`config.mk`:
```
export PLATFORM = sky130hd
export DESIGN_NAME = nf10_packet_expander
export DESIGN_NICKNAME = d
export VERILOG_FILES = /design/src/rtl/nf10_packet_expander_pkg.sv /design/src/rtl/nf10_pad_beat_gen.sv /design/src/rtl/nf10_packet_expander.sv
export SDC_FILE = /design/constraint.sdc
export NUM_CORES = 1
export LEC_CHECK = 0
export BUFFER_PORTS_ARGS = -buffer_cell sky130_fd_sc_hd__buf_2
export CORE_AREA = 2 2 345 347
export CTS_CLUSTER_SIZE = 10
export DETAILED_ROUTE_END_ITERATION = 8
export DIE_AREA = 0 0 347 349
export PLACE_DENSITY_LB_ADDON = 0.1
export SLEW_MARGIN = 15
export SYNTH_ARGS = -nofsm -noshare
export SYNTH_HDL_FRONTEND = slang
export SYNTH_SLANG_ARGS = --single-unit
```
`constraint.sdc`:
```
create_clock -name axi_aclk -period 22.6 [get_ports axi_aclk]
set_input_delay 4.52 -clock axi_aclk [delete_from_list [all_inputs] [get_ports axi_aclk]]
set_output_delay 4.52 -clock axi_aclk [all_outputs]
set_load 0.01 [all_outputs]
```
`src/rtl/nf10_packet_expander_pkg.sv`:
```
// Shared types and helpers for the packet expander: FSM encoding, length type,
// and strobe/byte-count conversions sized for the widest supported beat.
package nf10_packet_expander_pkg;

    // Widest supported beat is 256 bits; narrower beats use the low bits.
    localparam int BYTES_PER_BEAT = 32;
    localparam int LEN_WIDTH      = 16;

    typedef logic [LEN_WIDTH-1:0] len_t;

    typedef enum logic [1:0] {
        ST_IDLE = 2'd0,
        ST_PASS = 2'd1,
        ST_PAD  = 2'd2
    } state_t;

    function automatic len_t popcount_strb(input logic [BYTES_PER_BEAT-1:0] strb);
        len_t n;
        n = '0;
        for (int i = 0; i < BYTES_PER_BEAT; i++) begin
            n = n + len_t'(strb[i]);
        end
        return n;
    endfunction

    function automatic logic [BYTES_PER_BEAT-1:0] strb_from_count(input len_t n);
        logic [BYTES_PER_BEAT-1:0] s;
        s = '0;
        for (int i = 0; i < BYTES_PER_BEAT; i++) begin
            s[i] = (len_t'(i) < n);
        end
        return s;
    endfunction

endpackage

```
`src/rtl/nf10_pad_beat_gen.sv`:
```
// Builds one output beat: the low i_in_cnt bytes come from i_data, every byte
// above them is pad_byte, and the strobe covers the low i_out_cnt bytes.
module nf10_pad_beat_gen
    import nf10_packet_expander_pkg::*;
#(
    parameter int DATA_W = 256
) (
    input  logic [DATA_W-1:0]   i_data,
    input  len_t                i_in_cnt,
    input  len_t                i_out_cnt,
    input  logic [7:0]          i_pad_byte,
    output logic [DATA_W-1:0]   o_data,
    output logic [DATA_W/8-1:0] o_strb
);

    localparam int NB = DATA_W / 8;

    logic [BYTES_PER_BEAT-1:0] w_keep;
    logic [BYTES_PER_BEAT-1:0] w_strb;

    assign w_keep = strb_from_count(i_in_cnt);
    assign w_strb = strb_from_count(i_out_cnt);
    assign o_strb = w_strb[NB-1:0];

    always_comb begin
        o_data = '0;
        for (int k = 0; k < NB; k++) begin
            o_data[8*k +: 8] = w_keep[k] ? i_data[8*k +: 8] : i_pad_byte;
        end
    end

endmodule

```
`src/rtl/nf10_packet_expander.sv`:
```
// Restores truncated AXI4-Stream packets to the wire length carried in TUSER by
// appending pad bytes; pass-through beats are combinational, pad beats from FSM.
module nf10_packet_expander
    import nf10_packet_expander_pkg::*;
#(
    parameter int C_M_AXIS_DATA_WIDTH  = 256,
    parameter int C_S_AXIS_DATA_WIDTH  = 256,
    parameter int C_M_AXIS_TUSER_WIDTH = 128,
    parameter int C_S_AXIS_TUSER_WIDTH = 128,
    parameter int C_LEN_LSB            = 0,
    parameter int C_S_AXI_DATA_WIDTH   = 32
) (
    input  logic                              axi_aclk,
    input  logic                              axi_reset,

    output logic [C_M_AXIS_DATA_WIDTH-1:0]    m_axis_tdata,
    output logic [C_M_AXIS_DATA_WIDTH/8-1:0]  m_axis_tstrb,
    output logic [C_M_AXIS_TUSER_WIDTH-1:0]   m_axis_tuser,
    output logic                              m_axis_tvalid,
    input  logic                              m_axis_tready,
    output logic                              m_axis_tlast,

    input  logic [C_S_AXIS_DATA_WIDTH-1:0]    s_axis_tdata,
    input  logic [C_S_AXIS_DATA_WIDTH/8-1:0]  s_axis_tstrb,
    input  logic [C_S_AXIS_TUSER_WIDTH-1:0]   s_axis_tuser,
    input  logic                              s_axis_tvalid,
    output logic                              s_axis_tready,
    input  logic                              s_axis_tlast,

    input  logic                              expand_en,
    input  logic [7:0]                        pad_byte,
    output logic [C_S_AXI_DATA_WIDTH-1:0]     expanded_pkts
);

    localparam int   L_BPB     = C_M_AXIS_DATA_WIDTH / 8;
    localparam len_t L_BPB_LEN = LEN_WIDTH'(L_BPB);

    state_t                        r_state;
    len_t                          r_byte_cnt;
    len_t                          r_target;
    len_t                          r_remaining;
    logic                          r_en;
    logic [C_S_AXI_DATA_WIDTH-1:0] r_expanded_pkts;

    logic                          w_first;
    len_t                          w_len_in;
    len_t                          w_target;
    logic                          w_en;
    len_t                          w_cur_before;
    len_t                          w_pc;
    logic [LEN_WIDTH:0]            w_sum;
    len_t                          w_cur;
    len_t                          w_need;
    logic                          w_grow;
    logic                          w_extend;
    logic                          w_fill;
    len_t                          w_gen_in_cnt;
    len_t                          w_gen_out_cnt;
    logic [C_M_AXIS_DATA_WIDTH-1:0]   w_gen_data;
    logic [C_M_AXIS_DATA_WIDTH/8-1:0] w_gen_strb;
    logic                          w_pad_last;
    logic                          w_s_xfer;
    logic                          w_m_xfer;

    assign w_first      = (r_state == ST_IDLE);
    assign w_len_in     = s_axis_tuser[C_LEN_LSB +: LEN_WIDTH];
    assign w_target     = w_first ? w_len_in  : r_target;
    assign w_en         = w_first ? expand_en : r_en;
    assign w_cur_before = w_first ? '0        : r_byte_cnt;
    assign w_pc         = popcount_strb(BYTES_PER_BEAT'(s_axis_tstrb));
    assign w_sum        = {1'b0, w_cur_before} + {1'b0, w_pc};
    assign w_cur        = w_sum[LEN_WIDTH] ? {LEN_WIDTH{1'b1}} : w_sum[LEN_WIDTH-1:0];
    assign w_need       = w_target - w_cur;

    // Growth is only possible when target exceeds cur, so the sum cannot have saturated.
    assign w_grow   = s_axis_tlast && w_en && (w_target > w_cur);
    assign w_extend = w_grow && (w_need <= (L_BPB_LEN - w_pc));
    assign w_fill   = w_grow && !(w_need <= (L_BPB_LEN - w_pc));

    assign w_pad_last = (r_remaining <= L_BPB_LEN);

    always_comb begin
        w_gen_in_cnt  = w_pc;
        w_gen_out_cnt = L_BPB_LEN;
        if (r_state == ST_PAD) begin
            w_gen_in_cnt  = '0;
            w_gen_out_cnt = w_pad_last ? r_remaining : L_BPB_LEN;
        end else if (w_extend) begin
            w_gen_out_cnt = w_target - w_cur_before;
        end
    end

    nf10_pad_beat_gen #(
        .DATA_W     (C_M_AXIS_DATA_WIDTH)
    ) u_pad_gen (
        .i_data     (s_axis_tdata),
        .i_in_cnt   (w_gen_in_cnt),
        .i_out_cnt  (w_gen_out_cnt),
        .i_pad_byte (pad_byte),
        .o_data     (w_gen_data),
        .o_strb     (w_gen_strb)
    );

    // Everything is forced low while reset is held so nothing leaks in the reset cycle.
    always_comb begin
        m_axis_tdata  = '0;
        m_axis_tstrb  = '0;
        m_axis_tuser  = '0;
        m_axis_tvalid = 1'b0;
        m_axis_tlast  = 1'b0;
        s_axis_tready = 1'b0;
        if (!axi_reset) begin
            case (r_state)
                ST_IDLE, ST_PASS: begin
                    s_axis_tready = m_axis_tready;
                    m_axis_tvalid = s_axis_tvalid;
                    m_axis_tdata  = w_grow ? w_gen_data : s_axis_tdata;
                    m_axis_tstrb  = w_grow ? w_gen_strb : s_axis_tstrb;
                    m_axis_tlast  = s_axis_tlast && !w_fill;
                    m_axis_tuser  = C_M_AXIS_TUSER_WIDTH'(s_axis_tuser);
                end
                ST_PAD: begin
                    m_axis_tvalid = 1'b1;
                    m_axis_tdata  = w_gen_data;
                    m_axis_tstrb  = w_gen_strb;
                    m_axis_tlast  = w_pad_last;
                end
                default: begin
                    m_axis_tvalid = 1'b0;
                end
            endcase
        end
    end

    assign w_s_xfer = s_axis_tvalid && s_axis_tready;
    assign w_m_xfer = m_axis_tvalid && m_axis_tready;

    always_ff @(posedge axi_aclk) begin
        if (axi_reset) begin
            r_state         <= ST_IDLE;
            r_byte_cnt      <= '0;
            r_target        <= '0;
            r_remaining     <= '0;
            r_en            <= 1'b0;
            r_expanded_pkts <= '0;
        end else begin
            case (r_state)
                ST_IDLE, ST_PASS: begin
                    if (w_s_xfer) begin
                        if (w_first) begin
                            r_target <= w_len_in;
                            r_en     <= expand_en;
                        end
                        r_byte_cnt <= w_cur;
                        if (!s_axis_tlast) begin
                            r_state <= ST_PASS;
                        end else if (w_fill) begin
                            r_remaining <= w_target - w_cur_before - L_BPB_LEN;
                            r_state     <= ST_PAD;
                        end else begin
                            r_state <= ST_IDLE;
                            if (w_extend) begin
                                r_expanded_pkts <= r_expanded_pkts + C_S_AXI_DATA_WIDTH'(1);
                            end
                        end
                    end
                end
                ST_PAD: begin
                    if (w_m_xfer) begin
                        if (w_pad_last) begin
                            r_state         <= ST_IDLE;
                            r_expanded_pkts <= r_expanded_pkts + C_S_AXI_DATA_WIDTH'(1);
                        end else begin
                            r_remaining <= r_remaining - L_BPB_LEN;
                        end
                    end
                end
                default: begin
                    r_state <= ST_IDLE;
                end
            endcase
        end
    end

    assign expanded_pkts = r_expanded_pkts;

endmodule

```
==> results by group, run 1 <==
Route
  – Number of vias per cell: roughly 4.2
  – Met3 wire length: 6610 microns
  – Final WL: about 110000 microns
  – Routed len/inst: 25.6 microns
  – Top Metal Used: met5
  – First-pass DRT Iterations: 5
  – 1st-iter DRT viols: between 1000 and 1500
  – Met2 WL post-DR: ~54000 microns
  – Met1 WL: approximately 47000 microns
  – Detailed-route via count: 18300
  – DRC: 0
  – Post-route ant nets: 0

Layout
  – Most common cell after layout, fill and taps aside: buf_2
  – Layout cells sized above 1: 0.357
  – Area Growth Syn to Fin: 48.5%
  – Register area: between 1500 and 2000 sq um
  – Most frequent cells in the layout: buf_2 (879), nor2_1 (337), nand2_1 (192), and2_1 (137), a21oi_1 (123)
  – Layout fillers: ~14000
  – Multi-input logic area: 10700 sq um
  – Fin nets: roughly 3300
  – Fin util: 0.168

Outcome
  – Status: finished, final reports clean

Critical path
  – Setup crit end kind: output port
  – CP peak stage delay: roughly 0.66 ns
  – Worst path slowest cell: or4b_2
  – WS Path Type: in2out
  – Worst EP arrival: between 15 and 20 ns
  – Most common cell on crit path: fa_1
  – Worst setup SP type: input port
  – Data required, critical path: roughly 18 ns
  – Crit Path Max Fanout: 12

CTS
  – Clock Latency Late Sink: 0.40 ns
  – # H-tree levels: 3
  – Root Driver: clkbuf_16
  – CTS Buf Count: 9
  – Postcts setup bufs: 0
  – Count of hold-fix buffers inserted at cts: 0
  – Post-CTS Resized: 0
  – Max Root-Sink Buffers: 2
  – CTS tree: built
  – # clock sinks: 83
  – Clock transition at path regs: 0.10 ns

Run
  – Max-cap viol count: 0

Floorplan
  – Initial core utilization: 0.113
  – # IOs: 881
  – Die width: between 300 and 400 microns
  – Die Y: 349 microns
  – Site row count: roughly 130
  – Die Area: 121000 sq um
  – Core ar.: approximately 120000 sq um

Logic synthesis
  – Post-Synthesis Cells: approximately 2000
  – Avg Cell Area, Syn: 6.62 sq um
  – FF+latch count, synth: 83
  – Seq/Total Area, Yosys: 0.125
  – Syn. warnings: 0
  – Synth cell types: 83
  – Synth async-reset ratio: 0
  – Synth Flop Type: dfxtp_1
  – Post-synth net total: 2528
  – Post-synth EDFFs: 0
  – Synthesized area: about 13000 sq um

Global route
  – Gr ovfl total: 0
  – First-pass GRT wire length: ~150000 microns
  – GR Util All Layers: 0.174
  – Initial antenna violation count: 32
  – Vias in the first global route: around 18000
  – Pin count of the biggest net entering global routing: about 110

Place
  – Detailed placement HPWL: about 93000 microns
  – PortBufs: between 800 and 900
  – GP Congestion: around 0.84

STA
  – Period utilization: 0.944
  – Max Clock Skew: 0.0234 ns
  – Setup TNS: 0 ns
  – Post-route minimum period: 21.33 ns
  – Fin. max-slew vios: 0
  – Final Hold Viols: 0
  – Fmax: around 47 MHz
  – Max_slew headroom: 0.215
  – Slew @ Worst Pin: around 1.2 ns
  – Setup violations, final: 0
  – RSZ-0062 raised after global routing: false

Power and ir drop
  – Worst VDD drop: ~0.17 mV
  – Power per cell area: 152 nW/um^2
  – Leakage: just under 10 nW

Min path
  – Min-Delay Path Class: reg2reg
[worst max-delay path, delay by kind of cell]
kind            cells  cell delay [ns]
simple gates       10             3.00
compound gates     15             3.41
xor+xnor            1             0.31
fa+ha+maj          10             4.28
buf+inv             9             1.27
[metrics by stage]
stage	hold slack [ns]	total power [mW]	cells	cell area (sq um)	setup WS, ns
2_1_floorplan	0.444	1.84	2006	13300	2.78
6_report	0.487	3.01	4337	19700	1.27
3_5_place_dp	0.474	2.90	4312	19400	1.13
3_3_place_gp	0.473	2.94	4312	19400	1.28
4_1_cts	0.489	3.08	4328	19700	1.09
5_1_grt	0.510	3.34	4335	19700	0.284
[registers in the layout (all words and copies together) (netlist names)]
| name | count |
|---|---|
| r_byte_cnt | 16 |
| r_remaining | 16 |
| r_state | 2 |
| r_en | 1 |
| expanded_pkts | 32 |
| r_target | 16 |
[per-layer routing]
| layer | vias to the layer above | track usage |
|---|---|---|
| li1 | 8615 | - |
| met1 | 8814 | 0.215 |
| met2 | 793 | 0.303 |
| met3 | 102 | 0.0329 |
| met4 | 14 | 0.0530 |
| met5 | - | 0 |
[path summary, 6_finish.rpt]
kind                            end  cells after the start  slack (ns)            start
setup / recovery    m_axis_tstrb[5]                     45        1.27  s_axis_tstrb[5]
hold / removal      r_remaining[12]                      2        0.49  r_remaining[12]
setup reg to reg  expanded_pkts[31]                     35       13.47       r_state[0]
hold reg to reg     r_remaining[12]                      2        0.49  r_remaining[12]
[where the power goes]
group / switching, mW / internal [mW] / total [mW] / leakage (nW)
Sequential: 0.00277 / 0.150 / 0.153 / 0.673
Combinational: 1.82 / 0.866 / 2.69 / 8.96
Clock: 0.0867 / 0.0790 / 0.166 / 0.150
Total: 1.91 / 1.10 / 3.01 / 9.79
[logic make-up after synthesis]
group                    after synthesis  synth area share
buffers and inverters                238            0.0688
adder cells (fa/ha/maj)               92             0.102
XOR/XNOR                              71            0.0480
AND/OR/NAND/NOR                      920             0.327
flip-flops                            83             0.125
multiplexers                         110            0.0839
AO/OA/AOI/OAI                        492             0.245
[cells in the mapped netlist (3+ instances only)]
library cell  count  area, sq um
and3_1           24          150
ha_1             65          813
o31ai_1           8         60.1
mux2_2           10          113
o31a_1            3         26.3
a211oi_1         28          210
or2_2            13         81.3
or3_1            11         68.8
inv_1            84          315
o311ai_0          3         26.3
nand3_1          66          330
fa_1             27          541
buf_1            19         71.3
o21ai_2           4         35.0
nand2b_1         18          113
a22o_1           42          368
o2111ai_1         4         35.0
buf_2            10         50.1
a21oi_1         123          616
o21bai_1          5         37.5
nand4b_1          3         26.3
o22ai_1          67          419
o21a_1           15          113
nor2b_1          15         93.8
nand3b_1          3         22.5
nand2_1         192          721
o21ai_1           4         20.0
nor4_1            6         37.5
a221oi_1         15          131
nand4_1          14         87.6
o211ai_1         10         75.1
mux2i_1         100         1000
a31oi_1          23          144
and2_1          137          857
a21o_1           16          120
xnor2_1          36          315
clkbuf_1        123          462
nor2_1          341         1280
and4_1            8         70.1
xor2_1           33          289
a22oi_1          10         75.1
dfxtp_1          83         1660
o21ai_0          82          410
nor3_1           57          285
[final cells by class]
cell class,instances,area share
Clock inverter,7,0.00413
Clock buffer,9,0.0114
Antenna cell,9,0.00114
Sequential cell,83,0.0843
Inverter,84,0.0160
Timing Repair Buffer,924,0.240
Multi-Input combinational cell,1685,0.545
Tap cell,1536,0.0975
Note: power is estimated with default switching activity, not from simulation.
==> run 2: changes to the inputs <==
CTS_BUF_LIST = sky130_fd_sc_hd__clkbuf_8   (was unset)
==> run 2 against run 1 <==
Effect of this change:
- global-route usage is essentially flat
- via count is essentially flat
- worst hold slack improved by 0.0049 ns
- utilization fell by 0.088 points
- largest cell class unchanged
==> results by group, run 2 (same netlist as run 1, synthesis figures left out) <==
Outcome
  – Status: finished, final reports clean

Global route
  – Pin count of the biggest net entering global routing: roughly 110
  – First-pass GRT wire length: around 150000 microns
  – Busiest grt layer: met2
  – Vias in the first global route: between 15000 and 20000
  – Met1 usage: 0.215
  – Initial antenna violation count: 32
  – GR Util All Layers: 0.174
  – Met2 Resource Use GR: 0.303
  – Gr ovfl total: 0
  – Grt met3 use: 0.0327

Critical path
  – R2R Path Start: r_state[0]
  – Data required, critical path: ~18 ns
  – R2R Setup Slk: 13.44 ns
  – Crit Path Max Fanout: 12
  – WS Path Type: in2out
  – Crit. path cell count: between 40 and 50
  – Critical Path Source: s_axis_tstrb[5]
  – Most common cell on crit path: fa_1
  – Setup crit end: m_axis_tstrb[5]
  – CP top delay family: adder cells
  – Worst path slowest cell: fa_1
  – FF-to-FF End: expanded_pkts[31]
  – Worst reg2reg path depth: 35
  – Worst EP arrival: ~17 ns
  – CP peak stage delay: 0.67 ns
  – Worst setup SP type: input port
  – Crit path buffers/inverters: 9
  – Setup crit end kind: output port

Layout
  – Fin nets: 3309
  – Area Growth Syn to Fin: 47.7%
  – Register area: 1660 sq um
  – Max FFs per register: 32
  – Most frequent cells in the layout: buf_2 (879), nor2_1 (337), nand2_1 (192), and2_1 (137), a21oi_1 (123)
  – Cell area after layout: 19600 sq um
  – Layout cells sized above 1: 0.357
  – Fin util: 0.167
  – Fin cells: between 4000 and 5000
  – Multi-input logic area: ~11000 sq um
  – Most common cell after layout, fill and taps aside: buf_2
  – Layout fillers: about 14000

Power and ir drop
  – Power per cell area: 151 nW/um^2
  – Worst VDD drop: around 0.17 mV
  – Leakage: approximately 9.7 nW

CTS
  – Clock Latency Late Sink: around 0.46 ns
  – CTS Buf Count: 9
  – Clock transition at path regs: about 0.14 ns
  – Root Driver: clkbuf_8
  – CTS tree: built
  – Post-CTS Resized: 0
  – Postcts setup bufs: 0
  – # clock sinks: slightly above 80
  – Count of hold-fix buffers inserted at cts: 0
  – Max Root-Sink Buffers: 2
  – # H-tree levels: 3

Floorplan
  – Die Y: ~350 microns
  – Site row count: around 130
  – Core ar.: 117000 sq um
  – # IOs: ~880
  – Die Area: around 120000 sq um
  – Die width: roughly 350 microns
  – Initial core utilization: 0.113

STA
  – Slew @ Worst Pin: between 1 and 1.5 ns
  – Post-route minimum period: ~21 ns
  – Setup violations, final: 0
  – Period utilization: 0.946
  – Final Worst Setup Slack: about 1.2 ns
  – RSZ-0062 raised after global routing: false
  – Setup TNS: 0 ns
  – Fin. max-slew vios: 0
  – Max Clock Skew: around 0.037 ns
  – Final Hold Viols: 0
  – Max_slew headroom: 0.212
  – Fmax: 46.8 MHz

Route
  – 1st-iter DRT viols: between 1000 and 1500
  – Final WL: 111000 microns
  – DRC: 0
  – Number of vias per cell: between 4 and 5
  – Post-route ant nets: 0
  – First-pass DRT Iterations: 6
  – Detailed-route via count: ~18000
  – Routed len/inst: between 20 and 30 microns

Place
  – Placed Cells: about 4300
  – GP Congestion: 0.844
  – Pre-CTS setup slack: roughly 1.1 ns
  – Detailed placement HPWL: just over 90000 microns
  – PortBufs: 880
  – Post-DP Area: slightly below 20000 sq um

Min path
  – Min-Delay Path Class: reg2reg

Run
  – Max-cap viol count: 0
[run 2: changes by cell type in the layout (fill, tap and decap cells not counted), sizes merged]
| cell | change |
|---|---|
| diode | -1 |
[run 2: worst min path at each step]
stage / depth (start not counted) / start / slack, ns / end
2_1_floorplan: 2 / r_remaining[2] / 0.44 / r_remaining[2]
3_3_place_gp: 2 / r_en / 0.47 / r_en
3_5_place_dp: 2 / r_remaining[12] / 0.47 / r_remaining[12]
4_1_cts: 2 / r_remaining[1] / 0.49 / r_remaining[1]
5_1_grt: 2 / r_remaining[12] / 0.52 / r_remaining[12]
6_report: 2 / r_remaining[12] / 0.49 / r_remaining[12]
[run 2: cell type report]
cell class              count  area share
diodes                      8     0.00102
multi-input cells        1685       0.548
repair buffers            924       0.242
clock buffers               9     0.00632
flip-flops and latches     83      0.0848
inverters                  84      0.0161
well taps                1536      0.0980
clock inverters             7     0.00415
[run 2: worst register-to-register path, delay by kind of cell (launching register included)]
family	cells	cell delay, ns
fa+ha+maj	4	1.18
buf+inv	5	1.11
compound gates	13	3.27
simple gates	12	3.05
flops	1	0.31
xor+xnor	1	0.17
[run 2: stage by stage]
step | total power [mW] | hold WS, ns
after floorplan | 1.84 | 0.444
after global placement | 2.94 | 0.473
after detailed placement | 2.90 | 0.474
after CTS | 3.04 | 0.495
after global routing | 3.30 | 0.516
final | 2.97 | 0.492
[run 2: power breakdown]
| group | internal [mW] | total [mW] | switching [mW] | leakage, nW |
|---|---|---|---|---|
| logic | 0.866 | 2.69 | 1.82 | 8.96 |
| clock network | 0.0441 | 0.125 | 0.0813 | 0.103 |
| registers | 0.150 | 0.153 | 0.00278 | 0.673 |
[run 2: layer usage]
layer | up-vias | routed length [microns]
li1 | 8618 | -
met1 | 8819 | 46800
met2 | 797 | 54300
met3 | 101 | 6680
met4 | 14 | 3020
met5 | - | 96
==> run 3: changes to the inputs <==
CAP_MARGIN = 10   (was unset)
CTS_BUF_LIST = sky130_fd_sc_hd__clkbuf_4   (was sky130_fd_sc_hd__clkbuf_8)
==> run 3 against run 2 <==
Effect of this change:
- sequential share of layout area about the same
- sequential power about the same
- flip-flop and latch count unchanged
- maximum frequency grew 0.10%
- via count is 0.14% lower
- count of clock-buffer cells in the layout stayed put
- first-iteration DRC count grew 3.7%
- clock power decreased by 15%
- combinational power is essentially flat
- critical path type unchanged
- largest cell class unchanged
==> results by group, run 3 (same netlist as run 1, synthesis figures left out) <==
STA
  – Fin. max-slew vios: 0
  – RSZ-0062 raised after global routing: false
  – Post-route minimum period: around 21 ns
  – Final Hold Viols: 0
  – Fmax: around 47 MHz
  – Period utilization: 0.945
  – Max_slew headroom: 0.273
  – Setup violations, final: 0
  – Slew @ Worst Pin: approximately 1.1 ns
  – Setup TNS: 0 ns
  – Max Clock Skew: between 0.06 and 0.07 ns

CTS
  – Clock Latency Late Sink: roughly 0.6 ns
  – # H-tree levels: 3
  – Max Root-Sink Buffers: 2
  – CTS tree: built
  – Count of hold-fix buffers inserted at cts: 0
  – Clock transition at path regs: 0.17 ns
  – Postcts setup bufs: 0
  – # clock sinks: 83
  – Post-CTS Resized: 0
  – CTS Buf Count: 9
  – Root Driver: clkbuf_4

Layout
  – Fin cells: approximately 4300
  – Multi-input logic area: roughly 11000 sq um
  – Most frequent cells in the layout: buf_2 (879), nor2_1 (337), nand2_1 (192), and2_1 (137), a21oi_1 (123)
  – Max FFs per register: 32
  – Layout cells sized above 1: 0.357
  – Register area: between 1500 and 2000 sq um
  – Cell area after layout: between 15000 and 20000 sq um
  – Area Growth Syn to Fin: 47.3%
  – Layout fillers: 13800
  – Fin nets: 3309
  – Most common cell after layout, fill and taps aside: buf_2
  – Fin util: 0.167

Power and ir drop
  – Leakage: a little under 10 nW
  – Internal power: around 1.0 mW
  – Flop pwr share: 0.052
  – P_sw: around 1.9 mW
  – Power per cell area: ~150 nW/um^2
  – Worst VDD drop: 0.167 mV
  – Clk pwr share: 0.036
  – Comb power frac: 0.912
  – Switch share: 0.647

Outcome
  – Status: finished, final reports clean

Critical path
  – R2R Setup Slk: between 10 and 15 ns
  – Worst reg2reg path depth: 35
  – Crit Path Max Fanout: 12
  – Most common cell on crit path: fa_1
  – WS Path Type: in2out
  – Data required, critical path: 18.08 ns
  – Worst setup SP type: input port
  – CP peak stage delay: about 0.66 ns
  – Worst path slowest cell: or4b_2
  – Setup crit end kind: output port
  – Worst EP arrival: 16.84 ns

Route
  – Number of vias per cell: 4.22
  – First-pass DRT Iterations: 5
  – DRC: 0
  – Final WL: about 110000 microns
  – Post-route ant nets: 0
  – Routed len/inst: roughly 26 microns
  – Detailed-route via count: 18300
  – 1st-iter DRT viols: 1305

Place
  – PortBufs: between 800 and 900
  – GP Congestion: between 0.8 and 0.9
  – Placed Cells: 4312
  – Post-DP Area: about 19000 sq um
  – Detailed placement HPWL: slightly above 90000 microns

Floorplan
  – Die width: about 350 microns
  – Core ar.: 117000 sq um
  – Site row count: roughly 130
  – Die Area: between 100000 and 150000 sq um
  – Initial core utilization: 0.113
  – Die Y: between 300 and 400 microns
  – # IOs: a little under 900

Min path
  – Hold path depth: 2
  – Min-Delay Path Class: reg2reg

Global route
  – Pin count of the biggest net entering global routing: approximately 110
  – Vias in the first global route: roughly 18000
  – First-pass GRT wire length: roughly 150000 microns
  – Gr ovfl total: 0
  – Initial antenna violation count: 34
  – GR Util All Layers: 0.174

Run
  – Max-cap viol count: 0
-- run 3: cell types whose count changed in the layout (fill, tap and decap cells not counted) --
cell	before	now
clkbuf_4	0	9
clkbuf_8	9	0
diode_2	8	11
-- run 3: stage by stage --
stage	hold slack, ns	total power, mW	setup WS [ns]
finish	0.497	2.95	1.24
global route	0.523	3.28	0.284
CTS	0.500	3.02	1.09
detailed placement	0.474	2.90	1.13
global placement	0.473	2.94	1.28
floorplan	0.444	1.84	2.78
-- run 3: power groups by stage --
stage	sequential [mW]	clock (mW)	combinational, mW
after floorplan	0.156	0	1.68
final	0.154	0.106	2.69
after detailed placement	0.157	0	2.74
after global placement	0.157	0	2.78
after CTS	0.154	0.119	2.75
after global routing	0.154	0.120	3.01
-- run 3: worst paths after layout --
path,start,to
worst max-delay path,s_axis_tstrb[3],m_axis_tstrb[5]
worst min-delay path,r_en,r_en
worst max register to register,r_state[0],expanded_pkts[31]
worst min register to register,r_en,r_en
-- run 3: area by class of cell --
class | instances | share of cell area
multi-input cells | 1685 | 0.549
repair buffers | 924 | 0.242
well taps | 1536 | 0.0982
flip-flops and latches | 83 | 0.0850
inverters | 84 | 0.0161
clock inverters | 7 | 0.00416
clock buffers | 9 | 0.00345
diodes | 11 | 0.00141
-- run 3: critical path: cells and delay by family --
| family | cells | cell delay [ns] |
|---|---|---|
| fa+ha+maj | 10 | 4.20 |
| compound gates | 15 | 3.41 |
| simple gates | 10 | 3.03 |
| buf+inv | 9 | 1.34 |
| xor+xnor | 1 | 0.31 |
-- run 3: routing by layer --
metal | wire length, microns | track usage | vias to the layer above | share of wire
met3 | 6840 | 0.0320 | 95 | 0.062
met4 | 2880 | 0.0522 | 12 | 0.026
met2 | 54400 | 0.303 | 783 | 0.49
met1 | 46600 | 0.216 | 8819 | 0.42
li1 | - | - | 8614 | -
met5 | 82 | 0 | - | 0.00074
